<file path="src/rtl/dmem_access_ctrl.sv">
// -----------------------------------------------------------------------------
// dmem_access_ctrl
//   Sequences one RV32I load/store per instruction from the EX stage onto a
//   req/ack data memory port. Handles byte/halfword lane steering for stores,
//   lane extraction and sign/zero extension for loads, and holds the pipeline
//   until the access completes. Misaligned, illegal-size and timed-out
//   accesses are flagged on fault_o/fault_cause_o.
//
//   State | meaning
//   ------+--------------------------------------------------------------
//   IDLE  | waiting for a request; accepts, faults or ignores it
//   BUSY  | dmem_req_o held high until ack or timeout
//   DONE  | one-cycle completion: rdata_o stable, pipeline released
//
// Ports
//   clk_i, rst_i          clock, asynchronous active-high reset
//   flush_i               discard the current instruction's result
//   req_valid_i/we/funct3/addr/wdata   load/store command from EX
//   stall_o               pipeline hold
//   rdata_o, rdata_valid_o             extended load data, completion pulse
//   fault_o, fault_cause_o             fault pulse; cause 01 misaligned,
//                                      10 illegal size, 11 timeout (held)
//   dmem_req_o/we/addr/be/wdata        memory request side
//   dmem_ack_i, dmem_rdata_i           memory completion and read word
// -----------------------------------------------------------------------------
module dmem_access_ctrl #(
  parameter int unsigned TIMEOUT_CYC = 64
) (
  input  logic        clk_i,
  input  logic        rst_i,
  input  logic        flush_i,
  input  logic        req_valid_i,
  input  logic        req_we_i,
  input  logic [2:0]  req_funct3_i,
  input  logic [31:0] req_addr_i,
  input  logic [31:0] req_wdata_i,
  output logic        stall_o,
  output logic [31:0] rdata_o,
  output logic        rdata_valid_o,
  output logic        fault_o,
  output logic [1:0]  fault_cause_o,
  output logic        dmem_req_o,
  output logic        dmem_we_o,
  output logic [31:0] dmem_addr_o,
  output logic [3:0]  dmem_be_o,
  output logic [31:0] dmem_wdata_o,
  input  logic        dmem_ack_i,
  input  logic [31:0] dmem_rdata_i
);

  typedef enum logic [1:0] {
    S_IDLE = 2'd0,
    S_BUSY = 2'd1,
    S_DONE = 2'd2
  } state_t;

  localparam logic [7:0] TO_CNT = 8'(TIMEOUT_CYC);

  state_t      r_state;
  state_t      w_state_next;

  logic        r_we;
  logic [2:0]  r_funct3;
  logic [1:0]  r_off;
  logic [31:0] r_addr;
  logic [3:0]  r_be;
  logic [31:0] r_wdata;
  logic [31:0] r_rdata;
  logic [1:0]  r_cause;
  logic [7:0]  r_cnt;
  logic        r_flushed;
  logic        r_to_flag;

  logic        w_size_illegal;
  logic        w_misaligned;
  logic        w_req_live;
  logic        w_accept;
  logic        w_fault_req;
  logic [1:0]  w_fault_cause;
  logic [3:0]  w_be_base;
  logic [3:0]  w_be;
  logic [31:0] w_wdata;
  logic [31:0] w_rshift;
  logic [31:0] w_load_ext;
  logic [7:0]  w_cnt_inc;
  logic        w_ack;
  logic        w_timeout;
  logic        w_flush_seen;
  logic        w_end_busy;

  // ---------------------------------------------------------------------------
  // Request decode
  // ---------------------------------------------------------------------------
  always_comb begin
    w_size_illegal = 1'b0;
    case (req_funct3_i)
      3'b011, 3'b110, 3'b111: w_size_illegal = 1'b1;
      3'b100, 3'b101:         w_size_illegal = req_we_i;  // no unsigned stores
      default:                w_size_illegal = 1'b0;
    endcase
  end

  assign w_misaligned = ((req_funct3_i[1:0] == 2'b01) && req_addr_i[0]) ||
                        ((req_funct3_i[1:0] == 2'b10) && (req_addr_i[1:0] != 2'b00));

  // Reset is folded in so the combinational IDLE outputs read 0 during reset.
  assign w_req_live    = !rst_i && (r_state == S_IDLE) && req_valid_i && !flush_i;
  assign w_accept      = w_req_live && !w_size_illegal && !w_misaligned;
  assign w_fault_req   = w_req_live && (w_size_illegal || w_misaligned);
  assign w_fault_cause = w_size_illegal ? 2'b10 : 2'b01;

  always_comb begin
    w_be_base = 4'b1111;
    w_wdata   = req_wdata_i;
    case (req_funct3_i[1:0])
      2'b00: begin
        w_be_base = 4'b0001;
        w_wdata   = {4{req_wdata_i[7:0]}};
      end
      2'b01: begin
        w_be_base = 4'b0011;
        w_wdata   = {2{req_wdata_i[15:0]}};
      end
      default: begin
        w_be_base = 4'b1111;
        w_wdata   = req_wdata_i;
      end
    endcase
  end

  assign w_be = w_be_base << req_addr_i[1:0];

  // ---------------------------------------------------------------------------
  // Load extraction from the latched command
  // ---------------------------------------------------------------------------
  assign w_rshift = dmem_rdata_i >> {r_off, 3'b000};

  always_comb begin
    w_load_ext = w_rshift;
    case (r_funct3)
      3'b000:  w_load_ext = {{24{w_rshift[7]}}, w_rshift[7:0]};
      3'b100:  w_load_ext = {24'h0, w_rshift[7:0]};
      3'b001:  w_load_ext = {{16{w_rshift[15]}}, w_rshift[15:0]};
      3'b101:  w_load_ext = {16'h0, w_rshift[15:0]};
      default: w_load_ext = w_rshift;
    endcase
  end

  // ---------------------------------------------------------------------------
  // Busy-phase control
  // ---------------------------------------------------------------------------
  assign w_cnt_inc    = (r_cnt == 8'hFF) ? 8'hFF : r_cnt + 8'd1;
  assign w_ack        = (r_state == S_BUSY) && dmem_ack_i;
  assign w_timeout    = (r_state == S_BUSY) && !dmem_ack_i && (w_cnt_inc == TO_CNT);
  assign w_end_busy   = w_ack || w_timeout;
  // A flush seen in any BUSY cycle, including the one that ends it.
  assign w_flush_seen = r_flushed || flush_i;

  // ---------------------------------------------------------------------------
  // FSM
  // ---------------------------------------------------------------------------
  always_ff @(posedge clk_i or posedge rst_i) begin
    if (rst_i) r_state <= S_IDLE;
    else       r_state <= w_state_next;
  end

  always_comb begin
    w_state_next  = r_state;
    stall_o       = 1'b0;
    dmem_req_o    = 1'b0;
    rdata_valid_o = 1'b0;
    fault_o       = 1'b0;
    case (r_state)
      S_IDLE: begin
        stall_o = w_accept;
        fault_o = w_fault_req;
        if (w_accept) w_state_next = S_BUSY;
      end
      S_BUSY: begin
        stall_o    = 1'b1;
        dmem_req_o = 1'b1;
        if (w_end_busy) w_state_next = w_flush_seen ? S_IDLE : S_DONE;
      end
      S_DONE: begin
        rdata_valid_o = !flush_i;
        fault_o       = r_to_flag;
        w_state_next  = S_IDLE;
      end
      default: w_state_next = S_IDLE;
    endcase
  end

  // ---------------------------------------------------------------------------
  // Command latch, counter, result and cause registers
  // ---------------------------------------------------------------------------
  always_ff @(posedge clk_i or posedge rst_i) begin
    if (rst_i) begin
      r_we      <= 1'b0;
      r_funct3  <= 3'b000;
      r_off     <= 2'b00;
      r_addr    <= '0;
      r_be      <= '0;
      r_wdata   <= '0;
      r_rdata   <= '0;
      r_cause   <= 2'b00;
      r_cnt     <= '0;
      r_flushed <= 1'b0;
      r_to_flag <= 1'b0;
    end else begin
      if (w_accept) begin
        r_we     <= req_we_i;
        r_funct3 <= req_funct3_i;
        r_off    <= req_addr_i[1:0];
        r_addr   <= {req_addr_i[31:2], 2'b00};
        r_be     <= w_be;
        r_wdata  <= w_wdata;
      end

      if (r_state == S_BUSY) begin
        r_cnt     <= w_cnt_inc;
        r_flushed <= w_flush_seen;
      end else begin
        r_cnt     <= '0;
        r_flushed <= 1'b0;
      end

      // Timeout fault is only reported for an unflushed access, in DONE.
      r_to_flag <= w_timeout && !w_flush_seen;

      if (w_ack)          r_rdata <= r_we ? 32'h0 : w_load_ext;
      else if (w_timeout) r_rdata <= 32'h0;

      if (w_fault_req)                     r_cause <= w_fault_cause;
      else if (w_timeout && !w_flush_seen) r_cause <= 2'b11;
    end
  end

  assign rdata_o       = r_rdata;
  // Request-cycle faults show their cause in the same cycle as fault_o.
  assign fault_cause_o = w_fault_req ? w_fault_cause : r_cause;
  assign dmem_we_o     = r_we && (r_state == S_BUSY);
  assign dmem_addr_o   = r_addr;
  assign dmem_be_o     = r_be;
  assign dmem_wdata_o  = r_wdata;

endmodule

</file>
<file path="config.mk">
export PLATFORM = sky130hd
export DESIGN_NAME = dmem_access_ctrl
export DESIGN_NICKNAME = d
export VERILOG_FILES = /design/src/rtl/dmem_access_ctrl.sv
export SDC_FILE = /design/constraint.sdc
export NUM_CORES = 1
export LEC_CHECK = 0
export CORE_MARGIN = 4
export CORE_UTILIZATION = 48
export DETAILED_ROUTE_END_ITERATION = 12
export PLACE_DENSITY = 0.94
export SLEW_MARGIN = 40
export SYNTH_ARGS = -nofsm -noshare
export SYNTH_HDL_FRONTEND = slang
export SYNTH_SLANG_ARGS = --single-unit
</file>
<file path="constraint.sdc">
create_clock -name clk_i -period 8.8 [get_ports clk_i]
set_clock_uncertainty 0.05 [all_clocks]
set_input_delay 0.88 -clock clk_i [delete_from_list [all_inputs] [get_ports clk_i]]
set_output_delay 0.88 -clock clk_i [all_outputs]
set_load 0.02 [all_outputs]
</file>
# Word level (Yosys, flattened, before mapping)
# Cells that the tools add are included.
# totals
regBits	118
latch_bits	0
ram_bits	0
romBits	0
inputBits	105
word_cells	85
memories	0
# classes
n_addsub	1
mul	0
n_div	0
magnitude_cmp	0
eq_ne	16
shifts	2
mux	22
bitwise_logic	0
reduce_logical	32
# ops
op	count
one-hot mux 32 bit (4 select lines)	1
two-way mux 32 bit	3
one-hot mux 32 bit (2 select lines)	1
right shift 32 x 5 -> 32 bit	1
equality test 3 bit (second input constant)	6
two-way mux 8 bit	2
two-way mux 2 bit	7
logical AND 1 bit	13
adder 8 x 1 -> 8 bit (second input constant)	1
equality test 8 x 7 -> 1 bit (second input constant)	1
equality test 8 bit (second input constant)	1
one-hot mux 4 bit (2 select lines)	1
zero test 1 bit	6
one-hot mux 1 bit (2 select lines)	3
nonzero test 2 bit	3
equality test 2 x 1 -> 1 bit (second input constant)	2
equality test 2 bit (second input constant)	2
zero test 2 bit	2
logical OR 1 bit	4
!= test 2 bit (second input constant)	2
one-hot mux 2 bit (2 select lines)	1
<< shifter 4 x 2 -> 4 bit	1
equality test 3 x 1 -> 1 bit (second input constant)	1
equality test 3 x 2 -> 1 bit (second input constant)	1
other kinds (5)	7

# Depth between registers and ports, before layout
# depth
ltp_word	8
mapped_depth	8
mapped_depth_nobuf	6

# Worst setup path after synthesis
# Ideal clock, no wire load.
# synth_timing
kind	in2out
from	in req_funct3_i[0]
to	out stall_o
arrival_time_ps	2034
t_required_ps	7870
slack_ps	5836
path_stages	7
cell_sequence	clkbuf_1 > a21oi_1 > a21o_1 > nand2b_1 > buf_2 > buf_1 > nand2_1
# synth_between
elab_chain_cells	7
word_cells_on_any_way	18
classes_between	7 x eq/ne; 2 x mux; 9 x reduce/logical
# synth_lines
item	line	rtl
from (decl)	34	input logic [2:0] req_funct3_i,
equality test 3 x 2 -> 1 bit / equality test 3 bit (equally long branches)	96	case (req_funct3_i)
OR reduction 3 bit / OR reduction 2 bit (equally long branches)	96	
one-hot mux 1 bit (2 select lines)	96	
zero test 1 bit	108	assign w_accept = w_req_live && !w_size_illegal && !w_misaligned;
logical AND 1 bit	108	
logical AND 1 bit *	108	
one-hot mux 1 bit (2 select lines) *	173	case (r_state)
to (decl)	37	output logic stall_o,
# Every way passes the cells marked *; elsewhere a longest branch is shown, timed or not.

# Worst setup path in the final report
# layout_timing
from	in req_funct3_i[0]
to	out fault_cause_o[1]
# layout_between
elab_chain_cells	6
word_cells_on_any_way	17
classes_between	7 x eq/ne; 3 x mux; 7 x reduce/logical
# layout_lines
item	line	rtl
equality test 3 x 2 -> 1 bit, or another cell as far along	96	
OR reduction 3 bit, or another cell as far along	96	
one-hot mux 1 bit (2 select lines) / logical OR 1 bit (equally long branches)	96, 103	
logical OR 1 bit	109	assign w_fault_req = w_req_live && (w_size_illegal || w_misaligned);
logical AND 1 bit	109	
two-way mux 2 bit *	240	assign fault_cause_o = w_fault_req ? w_fault_cause : r_cause;
to (decl)	41	output logic [1:0] fault_cause_o,
# Marks and branches as above.

==> impl_metrics.yaml <==
outcome:
  status: "finished clean"
timing:
  tns_ps: 0
  rsz0062_at_grt: "no"
  worstMarginPinSlew_ps: 850.5
  setup_viol: 0
  period_needed_ps: 4210
  slew_violations: 0
  max_freq_mhz: 237.5
  final-hold-violation-count: 0
  fin_crit_sh_pct: 47.84
  relSlewSlack_pct: 43.09
cts:
  hold_buffers: 0
  numCtsBuffers: 17
  ctsLongestPathBuffers: 2
  clockRootBuffer: "clkbuf_16"
  cts_tree: "built"
  cts.clk_slew.worst_paths_ps: 50
  cts_setup_buffers: 0
  ctsHtreeMaxLevel: 4
  cts_num_sinks: 118
  clock_latency_ps: 400
  cts_resized: 0
logic_synthesis:
  yosys.cell_types.count: 53
  netlist_top_cells_area: "dfrtp_1, mux2_2, mux2i_1, a21oi_1, o21ai_0"
  synth.most_common_cell: "dfrtp_1"
  synthesis.area_um2: 5680
  synth_warnings: 0
  async_flop_share_pct: 100.0
  synthCells: 508
  synth_area_leader_cell: "dfrtp_1"
  seq_area_frac_synth_pct: 51.98
  synth-edff-count: 0
  synth_top_area_share_pct: 51.98
  syn_area_per_cell_um2: 11.18
  synthTopCellsByCount: "dfrtp_1, mux2_2, a21oi_1"
  synth-seq-cells: 118
  synth_ff_type: "dfrtp_1"
power:
  power_frac_clock_pct: 29.1
  irDropWorstVdd_v: 0.0001723
  p_leak_nw: 3.608
  p_int_w: 0.001659
  pwr-share-comb_pct: 37.6
  sw_frac_of_total_pct: 33.25
  powerDensity_nw_per_um2: 293.5
  switching_power_w: 0.0008265
  seqPwrFrac_pct: 33.2
floorplan:
  row_count: 39
  die_area_um2: 13640
  ios: 212
  die_h_um: 116.8
  start_util_pct: 49.33
  core_area_um2: 11520
  dieWidth_um: 116.8
route:
  via_count: 4965
  drt_wl_total_um: 17040
  drc: 0
  vias_per_cell: 5.787
  ant_nets: 0
  wl_per_cell_um: 19.86
  drtPass1Iterations: 7
  drtIter0Drc: 395
setup_path:
  path_class: "input port to output pin"
  worstSetupStartpoint: "req_funct3_i[0]"
  crit_fanout: 14
  rr_startpoint: "r_cnt[0]$_DFF_PP0_"
  arrival_ps: 3280
  reg2reg_to: "rdata_o[21]$_DFFE_PP0P_"
  regToRegSetupSlack_ps: 6090
  worstRegToRegCells: 6
  cp-start-kind: "input port"
  cp.required_ps: 7870
  critPathCaptureType: "output pin"
grt:
  antenna_found_initial: 0
  gr-total-overflow: 0
  grt_usage_pct: 25.15
  grt_max_degree: 102
  grt_pass1_wl_um: 26500
  grt_pass1_vias: 5184
placed_design:
  dpl.hpwl_um: 12330
  portBuffers: 209
  gp_congestion: 0.8461
finish:
  antennaDiodeCount: 0
  utilization_pct: 73.53
  layout-drive-gt1-share_pct: 15.66
  area.growth.synth_to_final_pct: 49.07
  fillers: 756
  nets: 809
hold_path:
  hold_path_end: "dmem_wdata_o[11]$_DFFE_PP0P_"
  holdPathStages: 2
  worstHoldPathType: "register to register"
  hp-start: "dmem_wdata_o[11]$_DFFE_PP0P_"
flow_run:
  drv_cap: 0
flip-flops by register name, indices dropped and copies added (netlist names):
register      cells
r_funct3          3
dmem_addr_o      30
r_flushed         1
rdata_o          32
r_we              1
dmem_be_o         4
r_state           2
r_to_flag         1
r_cause           2
r_cnt             8
dmem_wdata_o     32
r_off             2
how the worst max path moves through the flow:
stage,endpoint,depth (start not counted)
final,fault_cause_o[1],7
after global placement,fault_cause_o[1],7
after global routing,fault_cause_o[1],7
after floorplan,dmem_addr_o[10]$_DFFE_PP0P_,1
after detailed placement,fault_cause_o[1],7
after CTS,fault_cause_o[1],7
routing by layer:
metal / GRT usage, % / wire, um / up-vias
li1: - / - / 2250
met1: 28.85 / 6331 / 2471
met2: 42.74 / 8861 / 211
met3: 9.717 / 1453 / 33
met4: 9.404 / 393 / 0
met5: 0 / 0 / -
critical path, stage by stage:
cell             delay [ps]
clkdlybuf4s50_1         920
a21oi_1                 180
a21o_1                  250
nor2_1                  210
inv_1                   120
a21o_1                  190
clkdlybuf4s50_1         530
layout make-up:
cell class,count,area (um2),area share (%)
multi-input cells,345,2535,29.93
clock buffers,18,439.2,5.186
inverters,6,25.02,0.2955
repair buffers,215,2155,25.44
clock inverters,13,181.4,2.142
flip-flops and latches,118,2954,34.88
well taps,143,178.9,2.113
power groups by stage:
stage | Clock, W | Sequential (W) | Combinational [W]
5_1_grt | 0.000763 | 0.000847 | 0.000991
2_1_floorplan | 0 | 0.000985 | 0.000317
3_3_place_gp | 0 | 0.000819 | 0.000906
3_5_place_dp | 0 | 0.000833 | 0.000930
6_report | 0.000724 | 0.000826 | 0.000935
4_1_cts | 0.000731 | 0.000827 | 0.000937
stage by stage:
step	hold WS (ps)	setup WS [ps]	std cells	total power [W]	area (um2)
global route	451.2	4478	858	0.002601	8468
global placement	411.6	4708	825	0.001725	7800
finish	430.9	4590	858	0.002486	8468
detailed placement	419.4	4625	825	0.001763	7823
floorplan	431.5	4741	509	0.001302	5684
CTS	436.6	4607	856	0.002496	8443
cell usage in the layout, fill, tap and decap left out, drive strengths merged, types with 6 or more instances in the layout:
master,synthesis,layout
o21ai,37,37
nor2,22,22
nor2b,10,10
clkbuf,13,19
dfrtp,118,118
o2bb2ai,11,11
a22o,7,7
mux2i,34,34
clkdlybuf4s50,0,209
o22ai,9,9
inv,6,6
a21oi,49,49
a211oi,9,9
nand2,44,44
mux2,55,55
a32o,6,6
cells by family after synthesis:
group	Yosys count	synth area share, %
adders and majority gates	1	0.2202
muxes	89	16.96
buffers and inverters	46	3.833
AOI/OAI and AO/OA	145	17.73
other	1	0.06602
and+or+nand+nor	106	8.899
xor gates and xnor gates	2	0.3084
DFF	118	51.98
Power figures use the tool's default switching activity.
